[config.mk]
export PLATFORM = sky130hd
export DESIGN_NAME = mdu_iterative
export DESIGN_NICKNAME = d
export VERILOG_FILES = /design/src/rtl/mdu_iterative.sv
export SDC_FILE = /design/constraint.sdc
export NUM_CORES = 2
export LEC_CHECK = 0
export ABC_CLOCK_PERIOD_IN_PS = 15700
export BUFFER_PORTS_ARGS = -buffer_cell sky130_fd_sc_hd__buf_2
export CAP_MARGIN = 5
export CORE_MARGIN = 2
export CORE_UTILIZATION = 45
export CTS_BUF_LIST = sky130_fd_sc_hd__clkbuf_4 sky130_fd_sc_hd__clkbuf_8
export CTS_CLUSTER_DIAMETER = 30
export DETAILED_ROUTE_END_ITERATION = 7
export GPL_ROUTABILITY_DRIVEN = 0
export PLACE_DENSITY = 0.66
export SYNTH_ARGS = -nofsm -noshare
export SYNTH_HDL_FRONTEND = slang
export SYNTH_SLANG_ARGS = --single-unit
[constraint.sdc]
create_clock -name clk -period 15.7 [get_ports clk]
set_clock_uncertainty 0.1 [all_clocks]
set_input_delay 0 -clock clk [delete_from_list [all_inputs] [get_ports clk]]
set_output_delay 0 -clock clk [all_outputs]
set_load 0.05 [all_outputs]
[src/rtl/mdu_iterative.sv]
// Multiply/divide unit with architectural HI/LO: counted-latency multiply,
// restoring divide (one quotient bit per cycle) followed by a sign-fixup cycle.
module mdu_iterative #(
  parameter int WIDTH      = 32,
  parameter int MUL_CYCLES = 3
) (
  input  logic             clk,
  input  logic             resetn,
  input  logic             start,
  input  logic [2:0]       op,
  input  logic [WIDTH-1:0] a,
  input  logic [WIDTH-1:0] b,
  input  logic             flush,
  output logic             busy,
  output logic             done,
  output logic [WIDTH-1:0] hi,
  output logic [WIDTH-1:0] lo,
  output logic [1:0]       dbg_state
);

  localparam int CW = $clog2(WIDTH + 1);

  localparam logic [1:0] S_IDLE = 2'd0;
  localparam logic [1:0] S_MUL  = 2'd1;
  localparam logic [1:0] S_DIV  = 2'd2;
  localparam logic [1:0] S_FIX  = 2'd3;

  localparam logic [2:0] OP_MULT  = 3'b000;
  localparam logic [2:0] OP_MULTU = 3'b001;
  localparam logic [2:0] OP_DIV   = 3'b010;
  localparam logic [2:0] OP_DIVU  = 3'b011;
  localparam logic [2:0] OP_MTHI  = 3'b100;
  localparam logic [2:0] OP_MTLO  = 3'b101;

  // Handshake: a request is taken on a rising edge where start=1, flush=0 and
  // busy=0; a start seen while busy (or together with flush) is dropped.
  function automatic logic [2*WIDTH-1:0] mul_ext(input logic [WIDTH-1:0] x,
                                                 input logic [WIDTH-1:0] y,
                                                 input logic             sgn);
    logic [2*WIDTH-1:0] ex;
    logic [2*WIDTH-1:0] ey;
    ex = {{WIDTH{sgn & x[WIDTH-1]}}, x};
    ey = {{WIDTH{sgn & y[WIDTH-1]}}, y};
    return ex * ey;
  endfunction

  logic [1:0]       r_state;
  logic [CW-1:0]    r_cnt;
  logic [WIDTH-1:0] r_a;
  logic [WIDTH-1:0] r_b;
  logic             r_signed;
  logic [WIDTH-1:0] r_dvd;
  logic [WIDTH-1:0] r_dvs;
  logic [WIDTH-1:0] r_rem;
  logic             r_neg_q;
  logic             r_neg_r;
  logic             r_dz;
  logic [WIDTH-1:0] r_hi;
  logic [WIDTH-1:0] r_lo;
  logic             r_done;

  logic               w_accept;
  logic               w_is_mul;
  logic               w_is_div;
  logic               w_a_neg;
  logic               w_b_neg;
  logic [WIDTH-1:0]   w_a_mag;
  logic [WIDTH-1:0]   w_b_mag;
  logic [2*WIDTH-1:0] w_prod_now;
  logic [2*WIDTH-1:0] w_prod_lat;
  logic [WIDTH:0]     w_shift;
  logic               w_ge;
  logic [WIDTH-1:0]   w_sub;
  logic [WIDTH-1:0]   w_rem_next;
  logic [WIDTH-1:0]   w_q_fix;
  logic [WIDTH-1:0]   w_r_fix;

  assign w_accept = start & ~flush & (r_state == S_IDLE);
  assign w_is_mul = (op == OP_MULT) | (op == OP_MULTU);
  assign w_is_div = (op == OP_DIV) | (op == OP_DIVU);

  // An unsigned W-bit magnitude already covers -MIN, so no extra bit is kept.
  assign w_a_neg  = (op == OP_DIV) & a[WIDTH-1];
  assign w_b_neg  = (op == OP_DIV) & b[WIDTH-1];
  assign w_a_mag  = w_a_neg ? -a : a;
  assign w_b_mag  = w_b_neg ? -b : b;

  assign w_prod_now = mul_ext(a, b, op == OP_MULT);
  assign w_prod_lat = mul_ext(r_a, r_b, r_signed);

  // Partial remainder stays below the divisor, so the difference fits W bits.
  assign w_shift    = {r_rem, r_dvd[WIDTH-1]};
  assign w_ge       = (w_shift >= {1'b0, r_dvs});
  assign w_sub      = w_shift[WIDTH-1:0] - r_dvs;
  assign w_rem_next = w_ge ? w_sub : w_shift[WIDTH-1:0];

  assign w_q_fix = r_neg_q ? -r_dvd : r_dvd;
  assign w_r_fix = r_neg_r ? -r_rem : r_rem;

  always_ff @(posedge clk or negedge resetn) begin
    if (!resetn) begin
      r_state  <= S_IDLE;
      r_cnt    <= '0;
      r_a      <= '0;
      r_b      <= '0;
      r_signed <= 1'b0;
      r_dvd    <= '0;
      r_dvs    <= '0;
      r_rem    <= '0;
      r_neg_q  <= 1'b0;
      r_neg_r  <= 1'b0;
      r_dz     <= 1'b0;
      r_hi     <= '0;
      r_lo     <= '0;
      r_done   <= 1'b0;
    end else begin
      r_done <= 1'b0;
      case (r_state)
        S_IDLE: begin
          if (w_accept) begin
            if (w_is_mul) begin
              if (MUL_CYCLES == 1) begin
                {r_hi, r_lo} <= w_prod_now;
                r_done       <= 1'b1;
              end else begin
                r_a      <= a;
                r_b      <= b;
                r_signed <= (op == OP_MULT);
                r_cnt    <= CW'(MUL_CYCLES - 1);
                r_state  <= S_MUL;
              end
            end else if (w_is_div) begin
              r_a     <= a;
              r_dvd   <= w_a_mag;
              r_dvs   <= w_b_mag;
              r_rem   <= '0;
              r_neg_q <= w_a_neg ^ w_b_neg;
              r_neg_r <= w_a_neg;
              r_dz    <= (b == '0);
              r_cnt   <= CW'(WIDTH);
              r_state <= S_DIV;
            end else if (op == OP_MTHI) begin
              r_hi <= a;
            end else if (op == OP_MTLO) begin
              r_lo <= a;
            end
          end
        end
        S_MUL: begin
          if (flush) begin
            r_state <= S_IDLE;
          end else if (r_cnt == '0) begin
            {r_hi, r_lo} <= w_prod_lat;
            r_done       <= 1'b1;
            r_state      <= S_IDLE;
          end else begin
            r_cnt <= r_cnt - CW'(1);
          end
        end
        S_DIV: begin
          if (flush) begin
            r_state <= S_IDLE;
          end else begin
            r_rem <= w_rem_next;
            r_dvd <= {r_dvd[WIDTH-2:0], w_ge};
            r_cnt <= r_cnt - CW'(1);
            if (r_cnt == CW'(1)) r_state <= S_FIX;
          end
        end
        S_FIX: begin
          if (flush) begin
            r_state <= S_IDLE;
          end else begin
            r_lo    <= r_dz ? '1 : w_q_fix;
            r_hi    <= r_dz ? r_a : w_r_fix;
            r_done  <= 1'b1;
            r_state <= S_IDLE;
          end
        end
        default: r_state <= S_IDLE;
      endcase
    end
  end

  assign busy      = (r_state != S_IDLE);
  assign done      = r_done;
  assign hi        = r_hi;
  assign lo        = r_lo;
  assign dbg_state = r_state;

endmodule

**Yosys cells after proc, flatten, opt, wreduce, memory -nomap -nowiden**

Cells that the tools add are included.

- Output and inout bits: 68
- Bits in registers: 237
- Input port bits: 71
- Logic and storage cells: 129

- Bitwise operators: 11
- Order comparisons: 1
- Add/sub/neg operators: 6
- Equal/unequal tests: 24
- Multiply operators: 1
- Muxes and demuxes: 55
- Reductions and logical operators: 17

Operator list:

| cell | number |
|---|---|
| $mux W32 | 32 |
| $pmux W32 S3 | 2 |
| $neg A32 Y32 | 4 |
| $pmux W32 S2 | 2 |
| $mul A33 B33 Y64 | 1 |
| $mux W6 | 6 |
| $ge A33 B32 Y1 | 1 |
| $logic_not A32 Y1 | 1 |
| $sub A32 B32 Y32 | 1 |
| $ne A2 B2 Y1 const B | 10 |
| $pmux W6 S3 | 1 |
| $mux W2 | 7 |
| $ne A3 B3 Y1 const B | 3 |
| $reduce_and A9 Y1 | 1 |
| $pmux W2 S4 | 1 |
| $reduce_and A4 Y1 | 2 |
| $reduce_and A8 Y1 | 1 |
| $and A1 B1 Y1 | 6 |
| $eq A3 B2 Y1 const B | 2 |
| $eq A3 B3 Y1 const B | 2 |
| $eq A6 B1 Y1 const B | 1 |
| $logic_not A6 Y1 | 1 |
| $reduce_and A3 Y1 | 2 |
| $reduce_and A6 Y1 | 1 |
| 15 further kinds | 24 |

**Logic depth before layout (Yosys ltp)**

- Depth after elaboration: 7
- Depth in mapped cells: 31
- Mapped depth without buffers: 28

**Worst setup path after synthesis**

OpenSTA, ideal clock, no wires.

- Path kind: reg2reg
- From: register r_a[31]
- To: register r_hi[24] (netlist: hi[24])
- Path slack: 7,605 ps
- Stages on the path, launching flop included: 30
- Arrival: 7,908 ps
- Buffers on the path: 3
- Data required time: 15,513 ps
- Clock period less this slack: 8,095 ps
- Setup time: 87 ps
- Path through: dfrtp_1 -> clkbuf_1 -> and2_1 -> clkbuf_1 -> nand2_1 -> inv_1 -> fa_1 -> inv_1 -> fa_1 -> inv_1 -> fa_1 -> fa_1 -> inv_1 -> fa_1 -> inv_1 -> fa_1 -> inv_1 -> fa_1 -> fa_1 -> inv_1 -> ha_1 -> clkbuf_1 -> nand2_1 -> nor2_1 -> a211oi_1 -> nand3b_1 -> or3_1 -> a2111o_1 -> and2_1 -> o211ai_1

- Word-level cells in the longest chain between the ends: 5

Ends and longest elaborated chain:

| element | line | source |
|---|---|---|
| start, declared | 49 | `logic [WIDTH-1:0] r_a;` |
| start signal, assigned | 104 | `r_a <= '0;` |
| start signal, assigned | 126 | `r_a <= a;` |
| start signal, assigned | 133 | `r_a <= a;` |
| $and A1 B1 Y1 | 42 | `ex = {{WIDTH{sgn & x[WIDTH-1]}}, x};` |
| $mul A33 B33 Y64 * | 44 | `return ex * ey;` |
| $mux W32 * | 152 | `end else if (r_cnt == '0) begin` |
| $mux W32 * | 150 | `if (flush) begin` |
| $pmux W32 S3 * | 118 | `case (r_state)` |
| end signal, assigned | 123 | `{r_hi, r_lo} <= w_prod_now;` |
| end signal, assigned | 153 | `{r_hi, r_lo} <= w_prod_lat;` |
| end signal, assigned | 175 | `r_hi <= r_dz ? r_a : w_r_fix;` |
| end, declared | 58 | `logic [WIDTH-1:0] r_hi;` |

Every way passes the cells marked *; elsewhere a longest branch is shown, timed or not. The select of a mux whose other input is x is not followed.
A chain may end at the register's enable or synchronous reset.

**Final worst setup path**

- From: register r_signed
- To: register r_hi[29] (netlist: hi[29])

- Word-level cells in the longest chain between the ends: 5
- Elaborated cells on any way between the ends: 6
- Those cells by class: 1 x mul; 3 x mux; 2 x bitwise

Ends and longest elaborated chain:

| element | line | source |
|---|---|---|
| start, declared | 51 | `logic r_signed;` |
| start signal, assigned | 128 | `r_signed <= (op == OP_MULT);` |
| $and A1 B1 Y1 (on tied branches) | 42, 43 |  |
| $mul A33 B33 Y64 * | 44 |  |
| $mux W32 * | 152 |  |
| $mux W32 * | 150 |  |
| $pmux W32 S3 * | 118 |  |

Marks and branches as above.

==> summary.txt <==
Routing
  • Detail Route Antenna Nets: 0
  • Vias: roughly 42000
  • Detailed router's first-iteration violation count: between 3000 and 4000
  • WL final: 154.1 mm
  • DRT Pass-1 Iters: 6
  • # DRC: 0
  • Wirelength per Cell: around 20 um
  • Via density: 5.536

Clock tree
  • CTS max path bufs: 3
  • TritonCTS Buffers: about 60
  • Clock Tree Root: clkbuf_8
  • Clock transition at path regs: approximately 60 ps
  • H-tree depth: 2
  • CTS tree: built
  • CTS sink count: ~240
  • Worst-skew pair later-pin latency: just under 700 ps
  • CTS resizes: 0

Critical path
  • Max incr delay on CP: around 910 ps
  • CP Class: register to register
  • Critical Path Most Common Cell: fa_1
  • Worst Path Arrival: 10060 ps
  • Worst path bufs/invs: 5
  • Crit-path max FO: 22
  • CP top delay family: adder cells
  • CP max-delay cell: dfrtp_1
  • Req. time, crit path: 16200 ps
  • CP Capture Type: register
  • Worst setup SP type: register

Layout
  • Layout cell share with drive strength beyond 1: 0.07341
  • Synthesis-to-layout area growth: 7.560%
  • Fin nets: roughly 7400
  • Area occupied by multi-input gates: between 40000 and 50000 um^2
  • FILL cells: 10904
  • FF/Latch Area: just under 6000 um^2

Yosys
  • Post-synthesis sequential area ratio: 0.1118
  • Synth area leader: fa_1
  • Syn Inst Count: around 6000
  • Yosys top cell area share: 0.4248
  • Mean Syn Cell Area: 8.883 um^2
  • EDFF count, synth: 0
  • Synth area leaders: fa_1 (42%), dfrtp_1 (11%), inv_1 (8.5%), nand2_1 (6.8%), ha_1 (6.0%)
  • Post-Syn Area: 53060 um^2
  • Yosys Warn Count: 0
  • Post-synth ARST share: 1.000
  • Synthesis-stage register bit count: 237
  • Syn_nets: roughly 7400
  • Top FF cell, synth: dfrtp_1
  • Synth unique cells: 74

Placed design
  • Post-DP HPWL: about 120 mm
  • Port Buf Inserts: 138

Flow run
  • Max-Cap Viols: 0

Timing
  • Final hold slack: just under 80 ps
  • Worst Max-Slew Pin Slew: around 1200 ps
  • Crit share post-route: 0.6091
  • Setup repair after global routing missed its margin: false
  • FMAX: between 0.1 and 0.15 GHz
  • Tmin final: between 9000 and 10000 ps
  • Max Slew Vio Count: 0
  • Final hold violations: 0
  • # setup viols final: 0
  • Setup TNS Final: 0 ps
  • Slew headroom: 0.2180

Floorplan
  • Chip Height: 347.4 um
  • Core area: between 100000 and 150000 um^2
  • # IOs: 139
  • Die area: 120700 um^2
  • Initial Util: 0.4554
  • Row cnt: 125
  • Chip width: between 300 and 400 um

Outcome
  • Status: finished clean

GRT
  • Global-route wire length before repair: ~250 mm
  • Largest net degree at the start of global routing: between 100 and 150
  • Gr usage total: 0.2622
  • Grt total ovfl: 0
  • Initial antenna violation count: 6
  • Vias in the first global route: 44083

Min path
  • Worst Hold Class: input port to register
==> state kept, by name (all words and copies together), names as in the netlist, 2 cells and up <==
| register | cells |
|---|---|
| hi | 32 |
| lo | 32 |
| r_a | 32 |
| r_b | 32 |
| r_dvd | 32 |
| r_dvs | 32 |
| r_rem | 32 |
| r_cnt | 6 |
| dbg_state | 2 |
==> cells by family after synthesis <==
| logic type | count (synthesis) | share of synthesized area |
|---|---|---|
| compound gates | 753 | 0.08786 |
| xor+xnor | 210 | 0.03466 |
| fa+ha+maj | 1380 | 0.4847 |
| buf+inv | 1563 | 0.1108 |
| flops | 237 | 0.1118 |
| mux | 97 | 0.01990 |
| simple gates | 1733 | 0.1503 |
==> Yosys cell counts, types with 68 or more instances <==
master       n
dfrtp_1    237
inv_1     1196
clkbuf_1   350
and2_1     354
xor2_1      87
ha_1       254
mux2_2      68
fa_1      1126
nand2_1    968
xnor2_1    123
a21oi_1    181
nor2_1     179
o21ai_0    248
==> routing by layer <==
metal	track usage	part of all wire	up-vias
li1	-	-	18137
met1	0.3364	0.39	21620
met2	0.4398	0.49	1581
met3	0.04430	0.076	357
met4	0.1088	0.046	4
met5	0	0.00010	-
==> cell type report <==
cell class,instances,share of cell area
Multi-Input combinational cell,4173,0.7237
Sequential cell,237,0.1042
Inverter,1196,0.07866
Timing Repair Buffer,291,0.03609
Tap cell,1524,0.03341
Clock buffer,82,0.01868
Clock inverter,28,0.005130
Antenna cell,2,0.00008769
==> placed cells by master, fill, tap and decap left out, types with 14 or more instances in the layout <==
master,count
nand4_1,21
nand3_1,35
a21o_1,57
dfrtp_1,224
xnor2_1,123
o21ai_0,248
and2_1,354
nor4_1,16
fa_1,1126
xor2_1,87
nor3_1,30
or3_1,25
a211oi_1,14
o41ai_1,15
mux2i_1,29
dlygate4sd3_1,76
nand2_1,967
a22oi_1,17
nor2_1,178
a31oi_1,39
o31ai_1,38
clkinv_2,16
buf_4,76
inv_1,1196
buf_2,137
a21oi_1,179
ha_1,251
and3_1,28
o21bai_1,14
a221oi_1,28
clkbuf_8,72
mux2_2,68
==> worst register-to-register path: stages, from the launching register on <==
cell      delay, ps
dfrtp_1         910
and2_1          580
nand2_1         200
inv_1           170
fa_1            490
fa_1            630
fa_1            520
inv_1           440
fa_1            520
inv_1            90
fa_1            440
fa_1            500
fa_1            490
inv_1            50
fa_1            470
inv_1            40
ha_1            360
a21o_1          220
a31oi_1         240
nand3_1         130
a31oi_1         160
a21boi_0        720
o21a_1          290
o21ai_0         230
a211o_1         360
a31oi_1         160
==> final timing paths <==
check / slack (ps) / depth (start not counted) / to / startpoint
hold reg to reg: 380 / 2 / r_dvs[15] / r_dvs[15]
min in group asynchronous: 420 / 4 / r_rem[14] / resetn
max in group asynchronous: 13390 / 5 / r_a[12] / resetn
setup / recovery: 6140 / 25 / hi[29] / r_signed
hold / removal: 80 / 3 / r_b[23] / b[23]
setup reg to reg: 6140 / 25 / hi[29] / r_signed
==> per-stage QoR <==
step / cells / utilization / area (um^2) / setup WS [ps]
4_1_cts: 7531 / 0.4898 / 57070 / 6303
3_5_place_dp: 7344 / 0.4713 / 54920 / 6327
6_report: 7533 / 0.4898 / 57070 / 6137
3_3_place_gp: 7344 / 0.4713 / 54920 / 6571
5_1_grt: 7532 / 0.4898 / 57070 / 5656
2_1_floorplan: 5973 / - / 53060 / 7605
==> what timing repair did <==
action                    in CTS  in global routing
buffers inserted               0                  0
hold buffers                  77                  0
hold endpoints to repair     310                  0
Power is left out: the tool's default activity adds up to more than one toggle a clock period on the data nets, which glitch-free logic cannot reach.
